## config.mk

```make
export PLATFORM = sky130hd
export DESIGN_NAME = id_ex_stage
export DESIGN_NICKNAME = d
export VERILOG_FILES = /design/src/rtl/id_ex_stage.sv
export SDC_FILE = /design/constraint.sdc
export NUM_CORES = 1
export LEC_CHECK = 0
export CORE_ASPECT_RATIO = 0.8
export CORE_UTILIZATION = 33
export DETAILED_ROUTE_END_ITERATION = 6
export HOLD_SLACK_MARGIN = 0.1
export PLACE_DENSITY = 0.83
export SLEW_MARGIN = 5
export SYNTH_ARGS = -nofsm -noshare
export SYNTH_HDL_FRONTEND = slang
export SYNTH_SLANG_ARGS = --single-unit
export TNS_END_PERCENT = 10
```

## constraint.sdc

```tcl
create_clock -name clk -period 3.2 [get_ports clk]
set_input_delay 0.64 -clock clk [delete_from_list [all_inputs] [get_ports clk]]
set_output_delay 0.64 -clock clk [all_outputs]
set_load 0.005 [all_outputs]
```

## src/rtl/id_ex_stage.sv

```systemverilog
// id_ex_stage: ID->EX pipeline register with ALU decode, operand forwarding and load-use interlock (optional FORWARDING_EN)
module id_ex_stage #(
  parameter int DATA_W = 32,
  parameter int REG_AW = 5
) (
  input  logic              clk,
  input  logic              reset,
  input  logic              in_valid,
  output logic              in_ready,
  input  logic [31:0]       in_instr,
  input  logic [DATA_W-1:0] in_rs_data,
  input  logic [DATA_W-1:0] in_rt_data,
  input  logic              flush,
  output logic              out_valid,
  input  logic              out_ready,
  input  logic              exmem_regwrite,
  input  logic [REG_AW-1:0] exmem_rd,
  input  logic [DATA_W-1:0] exmem_result,
  input  logic              memwb_regwrite,
  input  logic [REG_AW-1:0] memwb_rd,
  input  logic [DATA_W-1:0] memwb_result,
  output logic [5:0]        alu_control,
  output logic [DATA_W-1:0] alu_read1,
  output logic [DATA_W-1:0] alu_foutput,
  output logic [REG_AW-1:0] ex_rd,
  output logic              ex_regwrite,
  output logic              ex_is_load,
  output logic [DATA_W-1:0] ex_store_data
);
  logic [5:0]        op, funct, d_ctl;
  logic              r_ok, i_sx, i_zx, br, ld, st, d_rw, d_use_rt;
  logic [REG_AW-1:0] d_rs, d_rt, d_rd;
  logic [DATA_W-1:0] d_imm;
  logic              use_rt_q, hazard_src, load_use, cap;
  logic [REG_AW-1:0] rs_idx_q, rt_idx_q;
  logic [DATA_W-1:0] rs_q, rt_q, imm_q, fwd_rs, fwd_rt;

  assign op    = in_instr[31:26];
  assign funct = in_instr[5:0];
  assign d_rs  = REG_AW'(in_instr[25:21]);
  assign d_rt  = REG_AW'(in_instr[20:16]);
  assign r_ok  = (op == 6'd0) && (funct == 6'd32 || funct == 6'd34 || funct == 6'd36 ||
                                  funct == 6'd37 || funct == 6'd39 || funct == 6'd42);
  assign i_sx  = op == 6'd8  || op == 6'd10;
  assign i_zx  = op == 6'd12 || op == 6'd13;
  assign br    = op == 6'd4  || op == 6'd5;
  assign ld    = op == 6'd35;
  assign st    = op == 6'd43;
  assign d_ctl = r_ok ? funct : (i_sx | i_zx | br) ? op : (ld | st) ? 6'd32 : 6'd0;
  assign d_rd  = r_ok ? REG_AW'(in_instr[15:11]) : (i_sx | i_zx | ld) ? d_rt : '0;
  assign d_rw  = (r_ok | i_sx | i_zx | ld) && d_rd != '0;
  assign d_use_rt = (op == 6'd0) | br;
  assign d_imm = i_zx ? {{(DATA_W-16){1'b0}}, in_instr[15:0]}
                      : {{(DATA_W-16){in_instr[15]}}, in_instr[15:0]};

`ifdef FORWARDING_EN
  // Newest producer wins: EX/MEM before MEM/WB, $0 never forwarded
  function automatic logic [DATA_W-1:0] fwd(input logic [REG_AW-1:0] src, input logic [DATA_W-1:0] q);
    return (exmem_regwrite && exmem_rd != '0 && exmem_rd == src) ? exmem_result :
           (memwb_regwrite && memwb_rd != '0 && memwb_rd == src) ? memwb_result : q;
  endfunction
  assign fwd_rs     = fwd(rs_idx_q, rs_q);
  assign fwd_rt     = fwd(rt_idx_q, rt_q);
  assign hazard_src = ex_is_load;
`else
  logic unused_fwd;
  assign unused_fwd = ^{exmem_regwrite, exmem_rd, exmem_result, memwb_regwrite, memwb_rd,
                        memwb_result, rs_idx_q, rt_idx_q};
  assign fwd_rs     = rs_q;
  assign fwd_rt     = rt_q;
  assign hazard_src = ex_regwrite;
`endif

  assign load_use = out_valid && hazard_src && ex_rd != '0 && in_valid &&
                    (d_rs == ex_rd || (d_use_rt && d_rt == ex_rd));
  assign in_ready = (~out_valid | out_ready) & ~load_use;
  assign cap      = in_valid & in_ready;

  assign alu_read1     = fwd_rs;
  assign alu_foutput   = use_rt_q ? fwd_rt : imm_q;
  assign ex_store_data = fwd_rt;

  // Pipeline register: flush kills, capture loads, drain bubbles, stall refreshes operands
  always_ff @(posedge clk or posedge reset)
    if (reset) begin
      out_valid   <= 1'b0;
      alu_control <= '0;
      ex_rd       <= '0;
      ex_regwrite <= 1'b0;
      ex_is_load  <= 1'b0;
      use_rt_q    <= 1'b0;
      rs_idx_q    <= '0;
      rt_idx_q    <= '0;
      rs_q        <= '0;
      rt_q        <= '0;
      imm_q       <= '0;
    end else if (flush) begin
      out_valid   <= 1'b0;
      ex_regwrite <= 1'b0;
      ex_is_load  <= 1'b0;
    end else if (cap) begin
      out_valid   <= 1'b1;
      alu_control <= d_ctl;
      ex_rd       <= d_rd;
      ex_regwrite <= d_rw;
      ex_is_load  <= ld;
      use_rt_q    <= d_use_rt;
      rs_idx_q    <= d_rs;
      rt_idx_q    <= d_rt;
      rs_q        <= in_rs_data;
      rt_q        <= in_rt_data;
      imm_q       <= d_imm;
    end else if (out_ready) begin
      out_valid   <= 1'b0;
    end else if (out_valid) begin
      rs_q        <= fwd_rs;
      rt_q        <= fwd_rt;
    end
endmodule

```

======== After elaboration in Yosys (flattened, before gate mapping) ========
Index checks and enable logic that the tools add are counted.
storage, ports and cells
  bits in registers ....................... 111
  input bits .............................. 177
  output and inout port bits .............. 111
  word-level logic and storage cells ...... 75
operators by class
  eq/ne operators ......................... 16
  muxes and demuxes ....................... 14
  bitwise gates (word level) .............. 14
  reduce and logical (&&, ||, !) cells .... 22
operators by type and width
  kind                count
  $mux 32             2
  $eq 6x6->1 const B  8
  $eq 6x4->1 const B  4
  $mux 6              3
  $eq 6x3->1 const B  2
  $eq 5x5->1          2
  $mux 5              2
  $reduce_bool 5->1   2
  $logic_or 1x1->1    9
  $or 1x1->1          9
  $logic_and 1x1->1   7
  $mux 1              7
  $logic_not 6->1     1
  $not 1->1           3
  $reduce_bool 3->1   1
  $and 1x1->1         2
  $reduce_and 2->1    1
  $reduce_bool 2->1   1

======== Depth between registers and ports, before layout ========
Gate-level depths: netlist of run 1.
  word-level depth ........................ 13
  gate-level depth with buffers ........... 7
  mapped depth without buffers ............ 5

======== Least setup slack after synthesis of run 1 ========
Ideal clock, no wire load.
  path kind ............................... input -> register
  start ................................... input in_instr[29]
  end ..................................... register rs_q[3], in the netlist alu_read1[3]
  setup time .............................. 127 ps
  arrival time ............................ 2384 ps
  data required time ...................... 3073 ps
  path slack .............................. 688 ps
  stages on the path ...................... 7
  path buffers ............................ 2
  cell sequence ........................... or4_4 -> nor4_2 -> a22oi_2 -> o21ai_4 -> buf_12 -> buf_8 -> mux2_1
between the ends
  cells in the longest elaborated chain, start to end .. 10
  elaborated cells between the ends (all ways) .. 12
  those cells by class .................... eq/ne (2); bitwise (4); reduce/logical (6)
RTL lines
  item                                   RTL line  text
  start: declaration                     10        input logic [31:0] in_instr,
  $eq 6x3->1                             46        assign br = op == 6'd4 || op == 6'd5;
  $logic_or 1x1->1                       46
  $or 1x1->1 (*)                         52        assign d_use_rt = (op == 6'd0) | br;
  $logic_and 1x1->1 (*)                  75        (d_rs == ex_rd || (d_use_rt && d_rt == ex_rd));
  $logic_or 1x1->1 (*)                   75
  $logic_and 1x1->1 (*)                  74        assign load_use = out_valid && hazard_src && ex_rd != '0 && in_valid &&
  $not 1->1 (*)                          76        assign in_ready = (~out_valid | out_ready) & ~load_use;
  $and 1x1->1 (*)                        76
  $and 1x1->1 (*)                        77        assign cap = in_valid & in_ready;
  $reduce_and 2->1 (no source line) (*)  --
  end signal: assignment                 110       rs_q <= in_rs_data;
  end signal: assignment                 116       rs_q <= fwd_rs;
  end: declaration                       36        logic [DATA_W-1:0] rs_q, rt_q, imm_q, fwd_rs, fwd_rt;
Every way passes the cells marked *; elsewhere a longest branch is shown, timed or not.
A chain may end at the register's enable or synchronous reset.

======== Final worst setup path of run 1 ========
  start ................................... input in_instr[30]
  end ..................................... output in_ready
between the ends
  cells in the longest elaborated chain, start to end .. 8
  elaborated cells between the ends (all ways) .. 10
  those cells by class .................... eq/ne (2); bitwise (3); reduce/logical (5)
RTL lines
  item                   RTL line  text
  $eq 6x3->1             46
  $logic_or 1x1->1       46
  $or 1x1->1 (*)         52
  $logic_and 1x1->1 (*)  75
  $logic_or 1x1->1 (*)   75
  $logic_and 1x1->1 (*)  74
  $not 1->1 (*)          76
  $and 1x1->1 (*)        76
  end: declaration       9         output logic in_ready,
Marked as above.

==> results of run 1 <==
==> sequential cells by signal, summed over array words and instances (netlist names) <==
name,flops
alu_control,6
alu_read1,32
ex_is_load,1
ex_rd,5
ex_regwrite,1
ex_store_data,32
imm_q,17
out_valid,1
use_rt_q,1
==> layout by cell type (no fill, tap or decap), types with 3 or more instances in the layout <==
cell type	count
mux2i_1	3
a21oi_1	6
clkinvlp_4	3
clkbuf_16	9
clkdlybuf4s50_1	210
xor2_1	10
buf_12	6
dfrtp_1	96
nand2b_1	4
nand2_1	41
mux2_1	66
nor3_1	7
a22o_1	6
mux2_2	40
inv_1	4
buf_4	18
nor2_1	8
==> through the flow <==
stage	setup TNS, ns	worst slack, ns	hold WS (ns)	area (µm²)
6_report	0	0.122	0.485	7120
5_1_grt	0	0.0272	0.512	7120
4_1_cts	0	0.121	0.490	7120
3_5_place_dp	-2.73	-0.255	0.475	6850
3_3_place_gp	-1.31	-0.219	0.469	6850
2_1_floorplan	0	0.0546	0.460	4460
==> power by group <==
group	switching, mW	internal [mW]
registers	0.114	1.39
logic	0.304	0.666
clock network	0.446	0.517
total	0.864	2.58
==> logic make-up (layout without fill, tap and decap cells) <==
kind of cell              count (synthesis)  after routing  share of synthesized area (%)
muxes                                   109            109                           27.4
and+or+nand+nor                          73             73                           7.77
buffers and inverters                    22            254                           4.83
DFF                                      96             96                           53.9
AOI/OAI and AO/OA                        24             24                           4.12
xor gates and xnor gates                 10             10                           1.96
==> final cells by class <==
type	instances	area [µm²]	share of cell area [%]
clock buffer	9	225	3.16
clock inverter	5	36.3	0.510
inverter	5	21.3	0.299
multi-input combinational	216	1850	26.0
sequential	96	2400	33.7
tap	175	219	3.08
timing repair buffer	235	2370	33.2
==> how the worst min path moves through the flow <==
| stage | startpoint | end | slack (ns) |
|---|---|---|---|
| floorplan | imm_q[0] | imm_q[0] | 0.46 |
| global placement | alu_control[4] | alu_control[4] | 0.47 |
| detailed placement | alu_control[4] | alu_control[4] | 0.47 |
| CTS | alu_control[4] | alu_control[4] | 0.49 |
| global route | imm_q[2] | imm_q[2] | 0.51 |
| finish | imm_q[2] | imm_q[2] | 0.48 |
==> metal layers <==
layer / GRT usage, % / up-vias
li1: - / 1632
met1: 20.8 / 1695
met2: 30.2 / 165
met3: 6.87 / 17
met4: 6.31 / 0
met5: 0 / -
==> synthesized netlist by cell type (all sizes together) <==
cell type | instances | share of area [%]
mux2 | 106 | 27
dfrtp | 96 | 54
nand2 | 41 | 3.5
buf | 11 | 3.9
xor2 | 10 | 2.0
nor2 | 8 | 0.67
nor3 | 7 | 0.79
a21oi | 6 | 0.67
a22o | 6 | 1.2
clkbuf | 6 | 0.51
inv | 5 | 0.42
nand2b | 4 | 0.56
o21ai | 4 | 0.70
mux2i | 3 | 0.67
a221oi | 2 | 0.39
nand3b | 2 | 0.34
nor2b | 2 | 0.28
nor4 | 2 | 0.42
a2111oi | 1 | 0.20
a21boi | 1 | 0.17
a21o | 1 | 0.17
a22oi | 1 | 0.28
and2 | 1 | 0.14
nand4 | 1 | 0.14
nand4b | 1 | 0.20
nor3b | 1 | 0.17
o21bai | 1 | 0.17
o22a | 1 | 0.20
or2 | 1 | 0.14
or4 | 1 | 0.25
or4b | 1 | 0.22
==> flow_metrics.env, run 1 <==
export IMPL_slowest_delay_ns=0.58
export IMPL_hold_depth=1
export IMPL_cts_resized_gates=3
export IMPL_r2r_start="ex_rd[2]"
export IMPL_die_h_um=106
export IMPL_fmax_ghz=0.325
export IMPL_dpl_cell_count=727
export IMPL_synth_distinct_cells=37
export IMPL_syn_nets=511
export IMPL_rows=37
export IMPL_ys_ff_latch=96
export IMPL_critPathKind="input pin to output pin"
export IMPL_grt_ovfl_total=0
export IMPL_die_w_um=132
export IMPL_cp_num_cells=7
export IMPL_port_buffers=211
export IMPL_dr_pass1_iters=4
export IMPL_cts_root_buffer="clkbuf_16"
export IMPL_num_vias=3509
export IMPL_syn2layout_area_growth_pct=59.7
export IMPL_crit_buf_inv=2
export IMPL_insertion_delay_ns=0.34
export IMPL_antenna_found_initial=0
export IMPL_netlist_instances=334
export IMPL_drive_gt1_share_pct=15.0
export IMPL_drcViolationCount=0
export IMPL_cts_hold_buf=0
export IMPL_cpLargestDelayFamily="simple AND/OR/NAND/NOR gates"
export IMPL_gr_usage_all_layers_pct=17.9
export IMPL_netlist_area_um2=4460
export IMPL_via_per_inst=4.74
export IMPL_min_period_over_period_pct=96.2
export IMPL_synth_area_per_cell_um2=13.4
export IMPL_nNetsFinal=740
export IMPL_period_needed_ns=3.08
export IMPL_finClkSkew_ns=0.00630
export IMPL_leakagePower_nw=2.98
export IMPL_post_drt_wl_per_cell_um=16.0
export IMPL_rrSetupSlack_ns=0.94
export IMPL_wl_met2_mm=5.59
export IMPL_cp_max_fo=2
export IMPL_die_area_um2=14000
export IMPL_grt_pass1_vias=3744
export IMPL_drv_cap=0
export IMPL_rr_worst_depth=8
export IMPL_drt_iter0_drc=120
export IMPL_fillers=1062
export IMPL_cts_htree_levels=3
export IMPL_antenna_left=0
export IMPL_met1Wirelength_mm=4.89
export IMPL_irDropWorstVdd_mv=0.362
export IMPL_worst_slew_pin_slew_ns=0.761
export IMPL_hpwl_mm=8.93
export IMPL_n_antenna_cell=0
export IMPL_power_mw=3.44
export IMPL_slew_viol_final=0
export IMPL_required_ns=2.56
export IMPL_rsz0062_at_grt="no"
export IMPL_io_pins=288
export IMPL_hold_viol=0
export IMPL_critPathLaunchType="input pin"
export IMPL_cpMaxStageDelayCell="or4_4"
export IMPL_cp_arrival_ns=2.44
export IMPL_cts_setup_buffers=0
export IMPL_layoutNonFillerInstCount=741
export IMPL_startpoint="in_instr[30]"
export IMPL_tritoncts="built"
export IMPL_top_layer="met4"
export IMPL_wl_met3_mm=1.13
export IMPL_slew_headroom_pct=49.3
export IMPL_core_um2=13000
export IMPL_grt_pass1_wl_mm=19.5
export IMPL_synth_warnings=0
export IMPL_finish_utilization_pct=54.7
export IMPL_endpoint="in_ready"
export IMPL_finalWeightedCongestion=0.904
export IMPL_grt_start_max_net_pins=52
export IMPL_crit_chain="clkdlybuf4s50_1 > or4_4 > nor4_4 > a22oi_2 > o21ai_1 > nand2_1 > dlygate4sd2_1"
export IMPL_cts_num_sinks=96
export IMPL_cp_end_kind="output pin"
export IMPL_hold_path_class="flop to flop"
export IMPL_clkTransAtPathRegs_ns=0.07
export IMPL_initial_utilization_pct=34.3
export IMPL_pwr_density_cell_nw_per_um2=483
export IMPL_clockBufferDepth=2
export IMPL_yosysSeqAreaShare_pct=53.9
export IMPL_setup_viol=0
export IMPL_cts_inserted_buffers=9
export IMPL_wl_mm=11.8
export IMPL_worst_r2r_endpoint="alu_read1[21]"
export IMPL_status="finished, final reports clean"
Power figures use the tool's default switching activity.
==> run 2, diff against run 1 <==
CORE_UTILIZATION = 25   (was 33)
PLACE_DENSITY = 0.65   (was 0.83)
clock period = 3.4 ns   (was 3.2 ns; I/O delays follow)
==> run 2 against run 1 <==
Compared with the run above:
- die area increased by 31%
- worst hold slack better by 0.0071 ns
- clock skew grew 0.0033 ns
- power shrank 3.6%
- worst setup slack better by 0.11 ns
- critical path depth unchanged
- wire length rose by 8.1%
- combinational power shrank 6.1%
- register-to-register slack better by 0.07 ns
- global-route usage shrank 3.8 points
- clock-buffer cell count rose by 1
- sequential power shrank 6%
- critical path type unchanged
- highest routed layer unchanged
==> flow_metrics.env, run 2 (synthesis gave the netlist of run 1 again) <==
export IMPL_tritoncts="built"
export IMPL_slowest_delay_ns=0.58
export IMPL_drive_gt1_share_pct=14.4
export IMPL_pwr_density_cell_nw_per_um2=463
export IMPL_rr_worst_depth=9
export IMPL_grt_ovfl_total=0
export IMPL_crit_buf_inv=2
export IMPL_grt_pass1_vias=3640
export IMPL_cts_htree_levels=3
export IMPL_cts_hold_buf=0
export IMPL_gr_usage_all_layers_pct=14.2
export IMPL_critPathKind="input pin to output pin"
export IMPL_rsz0062_at_grt="no"
export IMPL_period_needed_ns=3.17
export IMPL_met1_usage_pct=17.0
export IMPL_critPathLaunchType="input pin"
export IMPL_antenna_found_initial=0
export IMPL_setup_viol=0
export IMPL_slew_viol_final=0
export IMPL_cts_inserted_buffers=9
export IMPL_fillers=1647
export IMPL_setup_tns_ns=0
export IMPL_finalWeightedCongestion=0.808
export IMPL_layoutNonFillerInstCount=787
export IMPL_cpLargestDelayFamily="simple AND/OR/NAND/NOR gates"
export IMPL_antenna_left=0
export IMPL_cp_end_kind="output pin"
export IMPL_clockBufferDepth=2
export IMPL_cp_arrival_ns=2.49
export IMPL_min_period_over_period_pct=93.3
export IMPL_leakagePower_nw=2.98
export IMPL_num_vias=3428
export IMPL_rows=43
export IMPL_wl_mm=12.8
export IMPL_hold_depth=1
export IMPL_dr_pass1_iters=4
export IMPL_fmax_ghz=0.315
export IMPL_die_w_um=151
export IMPL_initial_utilization_pct=25.7
export IMPL_status="finished, final reports clean"
export IMPL_die_h_um=121
export IMPL_grt_pass1_wl_mm=19.5
export IMPL_syn2layout_area_growth_pct=60.6
export IMPL_use_met3_pct=6.09
export IMPL_worst_hold_slack_ns=0.492
export IMPL_drcViolationCount=0
export IMPL_worst_r2r_endpoint="imm_q[9]"
export IMPL_core_um2=17400
export IMPL_cp_max_fo=2
export IMPL_via_per_inst=4.36
export IMPL_required_ns=2.72
export IMPL_cts_num_sinks=96
export IMPL_slew_headroom_pct=54.6
export IMPL_drv_cap=0
export IMPL_clkTransAtPathRegs_ns=0.06
export IMPL_grt_start_max_net_pins=52
export IMPL_die_area_um2=18400
export IMPL_dpl_cell_count=770
export IMPL_hpwl_mm=9.61
export IMPL_grt_busiest_layer="met2"
export IMPL_layout_commonest_cell="clkdlybuf4s50_1"
export IMPL_worst_slew_pin_slew_ns=0.682
export IMPL_crit_chain="clkdlybuf4s50_1 > or4_4 > nor4_4 > a22oi_2 > o21ai_1 > nand2_1 > dlymetal6s2s_1"
export IMPL_insertion_delay_ns=0.35
export IMPL_io_pins=288
export IMPL_drt_iter0_drc=58
export IMPL_port_buffers=211
export IMPL_min_to="imm_q[1]"
export IMPL_final_cell_mix="210 x clkdlybuf4s50_1, 96 x dfrtp_1, 66 x mux2_1"
export IMPL_hold_viol=0
export IMPL_cpMaxStageDelayCell="or4_4"
export IMPL_post_drt_wl_per_cell_um=16.2
export IMPL_cts_root_buffer="clkbuf_16"
export IMPL_finClkSkew_ns=0.00956
export IMPL_r2r_start="ex_rd[1]"
export IMPL_hold_path_class="flop to flop"
export IMPL_n_antenna_cell=0
export IMPL_globalRouteMet2Util_pct=22.5
export IMPL_irDropWorstVdd_mv=0.236
export IMPL_rrSetupSlack_ns=1.01
export IMPL_nNetsFinal=734
export IMPL_holdCritStartpoint="imm_q[1]"
[run 2: cell count changes in the layout (fill, tap and decap cells not counted)]
cell            delta
clkinv_2           +1
dlygate4sd2_1      -1
buf_4              -6
inv_6              +1
clkinvlp_4         -2
clkbuf_8           +1
clkinv_4           +1
dlymetal6s2s_1     +1
[run 2: where the power goes]
| group | switching, mW | internal [mW] |
|---|---|---|
| Sequential | 0.114 | 1.31 |
| Clock | 0.460 | 0.519 |
| Combinational | 0.289 | 0.624 |
[run 2: timing repair]
| action | in CTS | in global routing |
|---|---|---|
| cloned | 0 | 0 |
| pin swaps | 1 | 3 |
| endpoints found under the setup margin | 1 | 1 |
| setup buffers | 0 | 1 |
| gates resized for setup | 1 | 2 |
[run 2: worst max-delay path by stage]
stage / startpoint / slack, ns / cells past startpoint / to
floorplan: reset / 0.21 / 1 / alu_control[0]
global placement: in_instr[29] / -0.12 / 7 / in_ready
detailed placement: in_instr[29] / -0.11 / 7 / in_ready
CTS: in_instr[29] / 0.01 / 7 / in_ready
global route: in_instr[31] / 0.15 / 7 / in_ready
finish: in_instr[31] / 0.23 / 7 / in_ready
[run 2: layout make-up]
cell class              count  area [µm²]  share of cell area, %
flip-flops and latches     96        2400                   33.5
repair buffers            229        2320                   32.5
multi-input cells         216        1850                   25.8
well taps                 225         282                   3.93
clock buffers              10         239                   3.34
clock inverters             6        43.8                  0.611
inverters                   5        21.3                  0.297
[run 2: through the flow]
stage	util, %	cell area [µm²]	power, mW	worst slack [ns]
after floorplan	-	4460	1.73	0.215
after detailed placement	39.5	6860	2.37	-0.113
after CTS	41.2	7150	3.39	0.0118
final	41.2	7160	3.32	0.228
after global routing	41.2	7160	3.52	0.147
after global placement	39.5	6860	2.35	-0.121
[run 2: routing by layer]
metal	vias to the layer above	wire, µm
met5	-	0
met4	0	199
met2	156	5810
met1	1637	5410
li1	1620	-
met3	15	1360
